**src/rtl/axis_spi_pkg.sv**
```systemverilog
// Shared types and SPI mode decoding for the AXI-Stream SPI master.
package axis_spi_pkg;

  typedef enum logic [2:0] {
    IDLE,
    SETUP,
    SHIFT,
    HOLD,
    GAP
  } spi_state_t;

  // SPI_MODE is encoded as {CPOL,CPHA}.
  function automatic logic mode_cpol(input int mode);
    return (mode == 2) || (mode == 3);
  endfunction

  function automatic logic mode_cpha(input int mode);
    return (mode == 1) || (mode == 3);
  endfunction

endpackage

```
**src/rtl/axis_if.sv**
```systemverilog
// Minimal AXI-Stream bundle: valid/ready handshake plus data.
interface axis_if #(
  parameter int DATA_WIDTH = 8
) ();
  logic                  tvalid;
  logic                  tready;
  logic [DATA_WIDTH-1:0] tdata;

  modport master (output tvalid, output tdata, input tready);
  modport slave  (input tvalid, input tdata, output tready);
endinterface

```
**src/rtl/spi_clk_gen.sv**
```systemverilog
// SCLK divider: toggles spi_clk every CLK_DIV cycles while enabled and flags
// the leading/trailing edge in the cycle the toggle is registered.
module spi_clk_gen
  import axis_spi_pkg::*;
#(
  parameter int   CLK_DIV = 4,
  parameter logic CPOL    = 1'b0
) (
  input  logic clk_i,
  input  logic arstn_i,
  input  logic enable,
  output logic leading_edge,
  output logic trailing_edge,
  output logic spi_clk
);

  localparam int             DIV_W    = $clog2(CLK_DIV);
  localparam logic [DIV_W-1:0] DIV_LAST = DIV_W'(CLK_DIV - 1);

  logic [DIV_W-1:0] div_cnt_reg;
  logic             spi_clk_reg;
  logic             edge_now;

  assign edge_now      = enable && (div_cnt_reg == DIV_LAST);
  // An edge leaving the idle level is the leading one.
  assign leading_edge  = edge_now && (spi_clk_reg == CPOL);
  assign trailing_edge = edge_now && (spi_clk_reg != CPOL);
  assign spi_clk       = spi_clk_reg;

  always_ff @(posedge clk_i) begin
    if (!arstn_i) begin
      div_cnt_reg <= '0;
      spi_clk_reg <= CPOL;
    end else if (!enable) begin
      div_cnt_reg <= '0;
      spi_clk_reg <= CPOL;
    end else if (edge_now) begin
      div_cnt_reg <= '0;
      spi_clk_reg <= ~spi_clk_reg;
    end else begin
      div_cnt_reg <= div_cnt_reg + 1'b1;
    end
  end

endmodule

```
**src/rtl/axis_spi_master.sv**
```systemverilog
// SPI master: one AXIS word in is shifted out MSB-first on MOSI while the MISO
// word is collected and presented on the AXIS output after CS deasserts.
module axis_spi_master
  import axis_spi_pkg::*;
#(
  parameter int SPI_MODE   = 0,
  parameter int DATA_WIDTH = 8,
  parameter int CLK_DIV    = 4
) (
  input  logic   clk_i,
  input  logic   arstn_i,
  axis_if.slave  s_axis,
  axis_if.master m_axis,
  output logic   spi_clk_o,
  output logic   spi_cs_o,
  output logic   spi_mosi_o,
  input  logic   spi_miso_i
);

  localparam logic CPOL = mode_cpol(SPI_MODE);
  localparam logic CPHA = mode_cpha(SPI_MODE);

  localparam int               BIT_W      = $clog2(2 * DATA_WIDTH);
  localparam logic [BIT_W-1:0] BIT_LAST   = BIT_W'(2 * DATA_WIDTH - 1);
  localparam int               DIV_W      = $clog2(CLK_DIV);
  localparam logic [DIV_W-1:0] PHASE_LAST = DIV_W'(CLK_DIV - 1);

  spi_state_t state_reg, state_next;

  logic [DATA_WIDTH-1:0] tx_reg;
  logic [DATA_WIDTH-1:0] rx_reg;
  logic [DATA_WIDTH-1:0] m_data_reg;
  logic [BIT_W-1:0]      bit_cnt_reg;
  logic [DIV_W-1:0]      phase_cnt_reg;
  logic                  cs_reg;
  logic                  m_valid_reg;

  logic s_ready;
  logic s_fire;
  logic phase_done;
  logic leading_edge;
  logic trailing_edge;
  logic last_edge;
  logic sample_en;
  logic shift_en;

  spi_clk_gen #(
    .CLK_DIV (CLK_DIV),
    .CPOL    (CPOL)
  ) u_clk_gen (
    .clk_i         (clk_i),
    .arstn_i       (arstn_i),
    .enable        (state_reg == SHIFT),
    .leading_edge  (leading_edge),
    .trailing_edge (trailing_edge),
    .spi_clk       (spi_clk_o)
  );

  // Accepting only with an empty output slot means RX can never overflow.
  assign s_ready    = arstn_i && (state_reg == IDLE) && !m_valid_reg;
  assign s_fire     = s_ready && s_axis.tvalid;
  assign phase_done = (phase_cnt_reg == PHASE_LAST);
  assign last_edge  = (leading_edge || trailing_edge) && (bit_cnt_reg == BIT_LAST);

  // CPHA=1 presents the MSB before the first leading edge, so that edge does not shift.
  assign sample_en = CPHA ? trailing_edge : leading_edge;
  assign shift_en  = CPHA ? (leading_edge && (bit_cnt_reg != '0))
                          : (trailing_edge && (bit_cnt_reg != BIT_LAST));

  assign s_axis.tready = s_ready;
  assign m_axis.tvalid = m_valid_reg;
  assign m_axis.tdata  = m_data_reg;
  assign spi_cs_o      = cs_reg;
  assign spi_mosi_o    = !cs_reg && tx_reg[DATA_WIDTH-1];

  always_ff @(posedge clk_i) begin
    if (!arstn_i) state_reg <= IDLE;
    else          state_reg <= state_next;
  end

  always_comb begin
    state_next = state_reg;
    case (state_reg)
      IDLE:    if (s_fire)     state_next = SETUP;
      SETUP:   if (phase_done) state_next = SHIFT;
      SHIFT:   if (last_edge)  state_next = HOLD;
      HOLD:    if (phase_done) state_next = GAP;
      GAP:     if (phase_done) state_next = IDLE;
      default:                 state_next = IDLE;
    endcase
  end

  always_ff @(posedge clk_i) begin
    if (!arstn_i) begin
      tx_reg        <= '0;
      rx_reg        <= '0;
      m_data_reg    <= '0;
      bit_cnt_reg   <= '0;
      phase_cnt_reg <= '0;
      cs_reg        <= 1'b1;
      m_valid_reg   <= 1'b0;
    end else begin
      if ((state_reg inside {SETUP, HOLD, GAP}) && !phase_done)
        phase_cnt_reg <= phase_cnt_reg + 1'b1;
      else
        phase_cnt_reg <= '0;

      if (m_valid_reg && m_axis.tready)
        m_valid_reg <= 1'b0;

      case (state_reg)
        IDLE: begin
          if (s_fire) begin
            tx_reg      <= s_axis.tdata;
            rx_reg      <= '0;
            bit_cnt_reg <= '0;
            cs_reg      <= 1'b0;
          end
        end
        SHIFT: begin
          if (last_edge)
            bit_cnt_reg <= '0;
          else if (leading_edge || trailing_edge)
            bit_cnt_reg <= bit_cnt_reg + 1'b1;
          if (sample_en)
            rx_reg <= {rx_reg[DATA_WIDTH-2:0], spi_miso_i};
          if (shift_en)
            tx_reg <= {tx_reg[DATA_WIDTH-2:0], 1'b0};
        end
        HOLD: begin
          if (phase_done) begin
            cs_reg      <= 1'b1;
            m_valid_reg <= 1'b1;
            m_data_reg  <= rx_reg;
          end
        end
        default: ;
      endcase
    end
  end

endmodule

```
**src/flat_wrapper.sv**
```systemverilog
// flat-port wrapper written by rule: the top's interface ports become plain ports
module axis_spi_master_flat import axis_spi_pkg::*;
#(
  parameter int SPI_MODE   = 0,
  parameter int DATA_WIDTH = 8,
  parameter int CLK_DIV    = 4
)
  (clk_i, arstn_i, spi_clk_o, spi_cs_o, spi_mosi_o, spi_miso_i, s_axis_tvalid, s_axis_tdata, s_axis_tready, m_axis_tvalid, m_axis_tdata, m_axis_tready);
  axis_if #(.DATA_WIDTH(DATA_WIDTH)) s_axis_i ();
  axis_if #(.DATA_WIDTH(DATA_WIDTH)) m_axis_i ();
  input  logic clk_i;
  input  logic arstn_i;
  output logic spi_clk_o;
  output logic spi_cs_o;
  output logic spi_mosi_o;
  input  logic spi_miso_i;
  input wire logic [$bits(s_axis_i.tvalid)-1:0] s_axis_tvalid;
  input wire logic [$bits(s_axis_i.tdata)-1:0] s_axis_tdata;
  output wire logic [$bits(s_axis_i.tready)-1:0] s_axis_tready;
  output wire logic [$bits(m_axis_i.tvalid)-1:0] m_axis_tvalid;
  output wire logic [$bits(m_axis_i.tdata)-1:0] m_axis_tdata;
  input wire logic [$bits(m_axis_i.tready)-1:0] m_axis_tready;
  assign s_axis_i.tvalid = s_axis_tvalid;
  assign s_axis_i.tdata = s_axis_tdata;
  assign s_axis_tready = s_axis_i.tready;
  assign m_axis_tvalid = m_axis_i.tvalid;
  assign m_axis_tdata = m_axis_i.tdata;
  assign m_axis_i.tready = m_axis_tready;
  axis_spi_master #(.SPI_MODE(SPI_MODE), .DATA_WIDTH(DATA_WIDTH), .CLK_DIV(CLK_DIV)) u_core (.clk_i(clk_i), .arstn_i(arstn_i), .s_axis(s_axis_i), .m_axis(m_axis_i), .spi_clk_o(spi_clk_o), .spi_cs_o(spi_cs_o), .spi_mosi_o(spi_mosi_o), .spi_miso_i(spi_miso_i));
endmodule
```
**config.mk**
```make
export PLATFORM = sky130hd
export DESIGN_NAME = axis_spi_master_flat
export DESIGN_NICKNAME = d
export VERILOG_FILES = /design/src/rtl/axis_spi_pkg.sv /design/src/rtl/axis_if.sv /design/src/rtl/spi_clk_gen.sv /design/src/rtl/axis_spi_master.sv /design/src/flat_wrapper.sv
export SDC_FILE = /design/constraint.sdc
export NUM_CORES = 1
export LEC_CHECK = 0
export BUFFER_PORTS_ARGS = -buffer_cell sky130_fd_sc_hd__buf_2
export CAP_MARGIN = 15
export CORE_UTILIZATION = 40
export DETAILED_ROUTE_END_ITERATION = 8
export PLACE_DENSITY = 0.67
export SETUP_SLACK_MARGIN = 0.4
export SLEW_MARGIN = 10
export SYNTH_ARGS = -nofsm -noshare
export SYNTH_HDL_FRONTEND = slang
export SYNTH_HIERARCHICAL = 1
export SYNTH_SLANG_ARGS = --single-unit
```
**constraint.sdc**
```tcl
create_clock -name clk_i -period 4.1 [get_ports clk_i]
set_input_delay 0.205 -clock clk_i [delete_from_list [all_inputs] [get_ports clk_i]]
set_output_delay 0.205 -clock clk_i [all_outputs]
set_load 0.03 [all_outputs]
```
==> impl_metrics.csv, run 1 <==
group,metric,value,unit
die,floorplan.die_area,4303,sq um
global_route,globalRouteMet2Util,22.29,%
power,power.density,426.4,nW/um^2
logic_synthesis,syn_avg_cell_area,9.516,sq um
logic_synthesis,synthDistinctLibCells,39,
final_layout,fin_nets,208,
clocking,post_cts_buffers,0,
clocking,cts.repair.resized,0,
clocking,worst_setup_hold_path_clk_slew,70,ps
logic_synthesis,post_synthesis_register_bit_count,38,
global_route,grt.busiest_layer,"met2",
power,vdd_drop_max,0.2938,mV
logic_synthesis,post_synth_mux_area_share,4.331,%
final_layout,postLayoutCellArea,1894,sq um
final_layout,area_added_between_synthesis_and_finish,17.09,%
die,placeableCoreArea,3771,sq um
place,dpl_cell_area,1752,sq um
clocking,htree_levels,2,
detailed_routing,drc,0,
detailed_routing,vias,1261,
logic_synthesis,netlist.top_cell.by_area,"sky130_fd_sc_hd__dfxtp_1",
worst_setup_path,setup_crit_start_kind,"register",
die,initial_core_util,42.90,%
detailed_routing,drtIter0Drc,47,
worst_setup_path,critPathMaxFanout,20,
die,boundaryPins,26,
outcome,status,"finished, final reports clean",
timing,setup-tns-final,0,ps
global_route,grt_pass1_wl,5099,microns
place,numPortBuffers,25,
logic_synthesis,synth_xor_xnor_area_share,1.083,%
global_route,globalRouteTotalUtil,16.15,%
worst_setup_path,worst-r2r-setup-slack,1780,ps
power,cellLeakagePower,0.8172,nW
clocking,cts_tree,"built",
place,gp_congestion,0.7566,
worst_hold_path,timing.hold.worst.class,"input port to register",
clocking,cts_hold_buf,0,
worst_hold_path,startpoint_of_the_worst_hold_path,"spi_miso_i",
worst_setup_path,r2r-start,"u_core/state_reg[1]",
final_layout,antenna_cells,0,
logic_synthesis,netlist_area_pre_place,1618,sq um
logic_synthesis,synthesis.nets,186,
die,die-height,65.60,microns
logic_synthesis,ys.warnings.count,6,
global_route,gr-usage-met3,6.424,%
final_layout,post_route_cells_drive_above_1_share,19.17,%
clocking,total_clock_buffers_created_by_cts,5,
timing,rsz0062_at_grt,"false",
logic_synthesis,synthAdderAreaFrac,2.320,%
clocking,cts.sink_count,38,
global_route,grt_pass1_vias,1096,
logic_synthesis,synth_sequential_area_ratio,47.02,%
global_route,grt.overflow.total,0,
worst_setup_path,critical_path.max_stage_delay,820,ps
logic_synthesis,synth_largest_type_area_fraction,47.02,%
final_layout,layout.cells.most_common_list,"38 x sky130_fd_sc_hd__dfxtp_1, 33 x sky130_fd_sc_hd__nand2_1, 25 x sky130_fd_sc_hd__buf_2, 10 x sky130_fd_sc_hd__a21boi_1",
clocking,cts.root.buffer_cell,"sky130_fd_sc_hd__clkbuf_8",
detailed_routing,wl,2992,microns
clocking,worst_skew_pair.late_latency,290,ps
timing,fin_crit,2321,ps
worst_setup_path,data_arrival_at_the_endpoint_of_the_critical_path,2500,ps
final_layout,commonest_non_fill_non_tap_cell_in_the_layout,"sky130_fd_sc_hd__dfxtp_1",
global_route,antenna_found_initial,0,
timing,final_min_period_over_clock_period,56.62,%
global_route,grt_start_max_net_pins,32,
timing,clock-skew-final,3.408,ps
worst_setup_path,crit_start,"u_core/state_reg[1]",
timing,slew_headroom,49.43,%
worst_setup_path,critPathSlowestCell,"sky130_fd_sc_hd__dfxtp_1",
logic_synthesis,synthesis.instances,170,
timing,slew_violations,0,
worst_setup_path,timing_worst_setup_path_type,"register to register",
detailed_routing,drtPass1Iterations,6,
die,placement_rows,22,
timing,finalHoldViolCount,0,
flow_run,cap_violations,0,
global_route,global_route.usage.met1,21.11,%
detailed_routing,routed_wire_length_per_instance,12.41,microns
detailed_routing,antenna_violating_nets_post_route,0,
worst_setup_path,wp_data_required,4280,ps
timing,setup_viol_count_final,0,
logic_synthesis,synth_compound_gate_area_share,22.04,%
die,die_x,65.60,microns
clocking,cts.path.max_buffers,2,
final_layout,fin_util,50.23,%
worst_setup_path,cp_top_family,"flip-flops",
worst_setup_path,nature_of_the_critical_path_endpoint,"register",
detailed_routing,avgViaCountPerCell,5.232,
worst_setup_path,path_cells,"and2_1, nand2_1, nor2_1, a21oi_1, o31a_4, a22o_1",
worst_setup_path,buf_inv_on_cp,0,
logic_synthesis,dominant_combinational_cell_family_by_area_after_synthesis,"compound AO/OA/AOI/OAI gates",
logic_synthesis,yosys.area_share.simple,19.80,%
place,detailed_place_hpwl,2020,microns
timing,achievable-frequency,430.8,MHz
logic_synthesis,netlist_top_cells_area,"sky130_fd_sc_hd__dfxtp_1 47%, sky130_fd_sc_hd__nand2_1 7.7%, sky130_fd_sc_hd__o211a_1 4.9%",
timing,worstMarginPinSlew,757.5,ps
-- per-layer routing --
layer  vias to the layer above  wire length [microns]
met1                       589                   1467
met5                         -                      0
met4                         0                     65
met2                        17                   1333
met3                         5                    125
li1                        650                      -
-- cells by family after synthesis --
| group | count (synthesis) |
|---|---|
| adder cells (fa/ha/maj) | 3 |
| AO/OA/AOI/OAI | 45 |
| flip-flops | 38 |
| AND/OR/NAND/NOR | 64 |
| multiplexers | 7 |
| XOR/XNOR | 2 |
| buffers and inverters | 11 |
-- path summary, 6_finish.rpt --
kind,to,cells past startpoint
setup / recovery,u_core/rx_reg[0],6
hold / removal,u_core/rx_reg[0],2
setup reg to reg,u_core/rx_reg[0],6
hold reg to reg,u_core/phase_cnt_reg[0],1
-- power breakdown --
group | total [mW] | switching (mW) | leakage, nW | internal [mW]
Sequential | 0.382 | 0.00537 | 0.308 | 0.376
Combinational | 0.0403 | 0.0222 | 0.438 | 0.0181
Clock | 0.386 | 0.127 | 0.0714 | 0.259
Total | 0.808 | 0.154 | 0.817 | 0.654
-- cell usage after synthesis --
cell                        instances
sky130_fd_sc_hd__a21boi_1          10
sky130_fd_sc_hd__a21oi_1            4
sky130_fd_sc_hd__a22o_1             8
sky130_fd_sc_hd__a22o_2             1
sky130_fd_sc_hd__and2_1             3
sky130_fd_sc_hd__and3_1             1
sky130_fd_sc_hd__and3_2             1
sky130_fd_sc_hd__and4bb_1           1
sky130_fd_sc_hd__buf_2              5
sky130_fd_sc_hd__buf_6              1
sky130_fd_sc_hd__clkbuf_1           4
sky130_fd_sc_hd__dfxtp_1           38
sky130_fd_sc_hd__ha_1               3
sky130_fd_sc_hd__inv_1              1
sky130_fd_sc_hd__mux2i_1            7
sky130_fd_sc_hd__nand2_1           33
sky130_fd_sc_hd__nand2b_1           3
sky130_fd_sc_hd__nand3_1            4
sky130_fd_sc_hd__nand3b_1           1
sky130_fd_sc_hd__nand4_1            1
sky130_fd_sc_hd__nor2_1             7
sky130_fd_sc_hd__nor2b_1            2
sky130_fd_sc_hd__nor3_1             1
sky130_fd_sc_hd__nor3b_1            1
sky130_fd_sc_hd__nor3b_2            1
sky130_fd_sc_hd__nor4_1             1
sky130_fd_sc_hd__nor4b_1            1
sky130_fd_sc_hd__nor4bb_1           2
sky130_fd_sc_hd__o2111ai_1          1
sky130_fd_sc_hd__o211a_1            8
sky130_fd_sc_hd__o21a_1             2
sky130_fd_sc_hd__o21ai_0            3
sky130_fd_sc_hd__o21ai_1            3
sky130_fd_sc_hd__o22ai_1            2
sky130_fd_sc_hd__o2bb2ai_1          1
sky130_fd_sc_hd__o31a_1             1
sky130_fd_sc_hd__o31a_4             1
sky130_fd_sc_hd__xnor2_1            1
sky130_fd_sc_hd__xor2_1             1
-- stage by stage --
| stage | power [mW] | hold slack [ps] | setup slack [ps] | std cells |
|---|---|---|---|---|
| floorplan | 0.4191 | 330.5 | 2194 | 170 |
| global placement | 0.4290 | 413.9 | 1892 | 233 |
| detailed placement | 0.4303 | 426.4 | 1816 | 233 |
| CTS | 0.8182 | 142.5 | 1801 | 241 |
| global route | 0.8438 | 142.6 | 1622 | 241 |
| finish | 0.8078 | 148.9 | 1779 | 241 |
-- layout make-up --
class | count | area (sq um)
clock buffers | 6 | 82.58
clock inverters | 2 | 60.06
fillers | 337 | 1877
inverters | 1 | 3.754
multi-input cells | 121 | 802.0
flip-flops and latches | 38 | 760.7
well taps | 48 | 60.06
repair buffers | 25 | 125.1
No activity file was read; power rests on OpenSTA's default activity.
==> run 2, diff against run 1 <==
- PLACE_DENSITY: 0.67 -> 0.69
- clock period: 4.1 -> 2.1 ns (I/O delays scaled with it)
==> run 2 against run 1 <==
  * Clock power rose by 97%
  * Core utilization is 4.1 points higher
  * Critical path depth is 1 higher
  * Sequential cell count did not move
  * Critical endpoint is now u_core/tx_reg[6]
==> impl_metrics.csv, run 2 (synthesis gave the netlist of run 1 again) <==
group,metric,value,unit
outcome,status,"finished, final reports clean",
die,die-height,65.60,microns
die,placement_rows,22,
final_layout,antenna_cells,0,
power,seq_power_share,46.3,%
clocking,worst_setup_hold_path_clk_slew,70,ps
detailed_routing,routed_wire_length_per_instance,14.06,microns
worst_setup_path,wp_data_required,2330,ps
worst_setup_path,timing_worst_setup_path_type,"register to register",
worst_setup_path,buf_inv_on_cp,1,
power,power.clock.fraction,47.4,%
clocking,cts.sink_count,38,
detailed_routing,antenna_violating_nets_post_route,0,
timing,clock-skew-final,2.501,ps
timing,slew_violations,0,
clocking,cts.root.buffer_cell,"sky130_fd_sc_hd__clkbuf_8",
global_route,grt.overflow.total,0,
die,placeableCoreArea,3771,sq um
global_route,grt_pass1_wl,5747,microns
timing,setup_viol_count_final,0,
final_layout,fin_nets,219,
global_route,globalRouteTotalUtil,17.80,%
clocking,htree_levels,2,
final_layout,commonest_non_fill_non_tap_cell_in_the_layout,"sky130_fd_sc_hd__dfxtp_1",
clocking,cts.path.max_buffers,2,
worst_setup_path,cp_top_family,"simple AND/OR/NAND/NOR gates",
worst_setup_path,critPathMaxFanout,7,
die,floorplan.die_area,4303,sq um
final_layout,layout.cells.most_common_list,"36 x sky130_fd_sc_hd__dfxtp_1, 33 x sky130_fd_sc_hd__nand2_1, 25 x sky130_fd_sc_hd__buf_2, 10 x sky130_fd_sc_hd__buf_4, 10 x sky130_fd_sc_hd__a21boi_1",
global_route,antenna_found_initial,0,
power,combPwrFrac,6.3,%
clocking,total_clock_buffers_created_by_cts,5,
timing,fin_crit,1630,ps
worst_setup_path,data_arrival_at_the_endpoint_of_the_critical_path,1860,ps
worst_setup_path,setup_crit_start_kind,"register",
power,power.density,782.1,nW/um^2
power,vdd_drop_max,0.5896,mV
timing,rsz0062_at_grt,"false",
final_layout,post_route_cells_drive_above_1_share,27.94,%
place,post-place-cells,237,
power,internal_power,1.287,mW
final_layout,area_added_between_synthesis_and_finish,26.68,%
timing,final_hold_slack,40.74,ps
power,p_sw,0.3156,mW
worst_setup_path,critPathSlowestCell,"sky130_fd_sc_hd__dfxtp_2",
detailed_routing,drtIter0Drc,64,
die,boundaryPins,26,
detailed_routing,avgViaCountPerCell,5.365,
timing,achievable-frequency,613.5,MHz
die,die_x,65.60,microns
worst_setup_path,critical_path.max_stage_delay,340,ps
worst_setup_path,path_cells,"nor2_4, and2_4, and3_4, nor4bb_4, a22o_4, buf_4, o211a_1",
detailed_routing,drc,0,
power,totalPowerFinal,1.603,mW
final_layout,instances_no_fill,252,
worst_hold_path,timing.hold.worst.class,"input port to register",
power,netSwitchingFraction,19.69,%
clocking,worst_skew_pair.late_latency,280,ps
timing,slew_headroom,70.94,%
place,detailed_place_hpwl,2382,microns
die,initial_core_util,42.90,%
flow_run,cap_violations,0,
place,gp_congestion,0.7902,
global_route,grt_start_max_net_pins,21,
timing,finalHoldViolCount,0,
worst_setup_path,nature_of_the_critical_path_endpoint,"register",
detailed_routing,drtPass1Iterations,4,
global_route,grt_pass1_vias,1266,
detailed_routing,vias,1352,
timing,setup-tns-final,0,ps
timing,final_min_period_over_clock_period,77.62,%
timing,worstMarginPinSlew,434.7,ps
place,numPortBuffers,25,
detailed_routing,wl,3543,microns
clocking,cts_tree,"built",
power,cellLeakagePower,0.8844,nW
==> run 2: cell count changes in the layout (fill, tap and decap cells not counted), moves of 2 or more <==
cell	change
sky130_fd_sc_hd__a22o_4	+2
sky130_fd_sc_hd__nor2_4	+2
sky130_fd_sc_hd__buf_4	+10
sky130_fd_sc_hd__dfxtp_1	-2
sky130_fd_sc_hd__nor2_1	-2
==> run 2: worst paths after layout <==
| path | startpoint | endpoint | slack, ps | cells after the start |
|---|---|---|---|---|
| min reg2reg | u_core/phase_cnt_reg[0] | u_core/phase_cnt_reg[0] | 430 | 1 |
| max reg2reg | u_core/state_reg[0] | u_core/tx_reg[6] | 470 | 7 |
| min | spi_miso_i | u_core/rx_reg[0] | 40 | 2 |
| max | u_core/state_reg[0] | u_core/tx_reg[6] | 470 | 7 |
==> run 2: area by class of cell <==
class	count	area, sq um
flip-flops and latches	38	765.7
multi-input cells	122	877.1
clock buffers	6	82.58
fillers	331	1722
well taps	48	60.06
repair buffers	35	200.2
inverters	1	3.754
clock inverters	2	60.06
==> run 2: power by group through the flow <==
stage          sequential (mW)  combinational [mW]  clock, mW
2_1_floorplan            0.759              0.0619          0
3_3_place_gp             0.759              0.0843          0
3_5_place_dp             0.760              0.0876          0
4_1_cts                  0.742              0.0966      0.773
5_1_grt                  0.743               0.109      0.813
6_report                 0.742               0.101      0.760
==> run 2: routing by layer <==
layer / GRT usage, % / vias to the layer above / share of wire, %
met5: 0 / - / 0
met4: 8.152 / 0 / 1.3
met2: 28.87 / 31 / 49
li1: - / 674 / -
met3: 6.250 / 6 / 4.7
met1: 20.92 / 641 / 45
==> run 2: repair_timing <==
item,4_1_cts,5_1_grt
setup buffers,4,2
resized for setup,5,6
pin swaps,3,1
hold buffers,0,0
cloned,1,0
setup endpoints to repair,17,16
==> run 2: through the flow <==
stage / setup WS, ps / utilization (%) / cell area (sq um)
floorplan: 402.2 / - / 1643
global placement: 358.5 / 47.84 / 1804
detailed placement: 212.6 / 47.84 / 1804
CTS: 409.4 / 53.19 / 2006
global route: 402.9 / 54.35 / 2049
finish: 470.0 / 54.35 / 2049
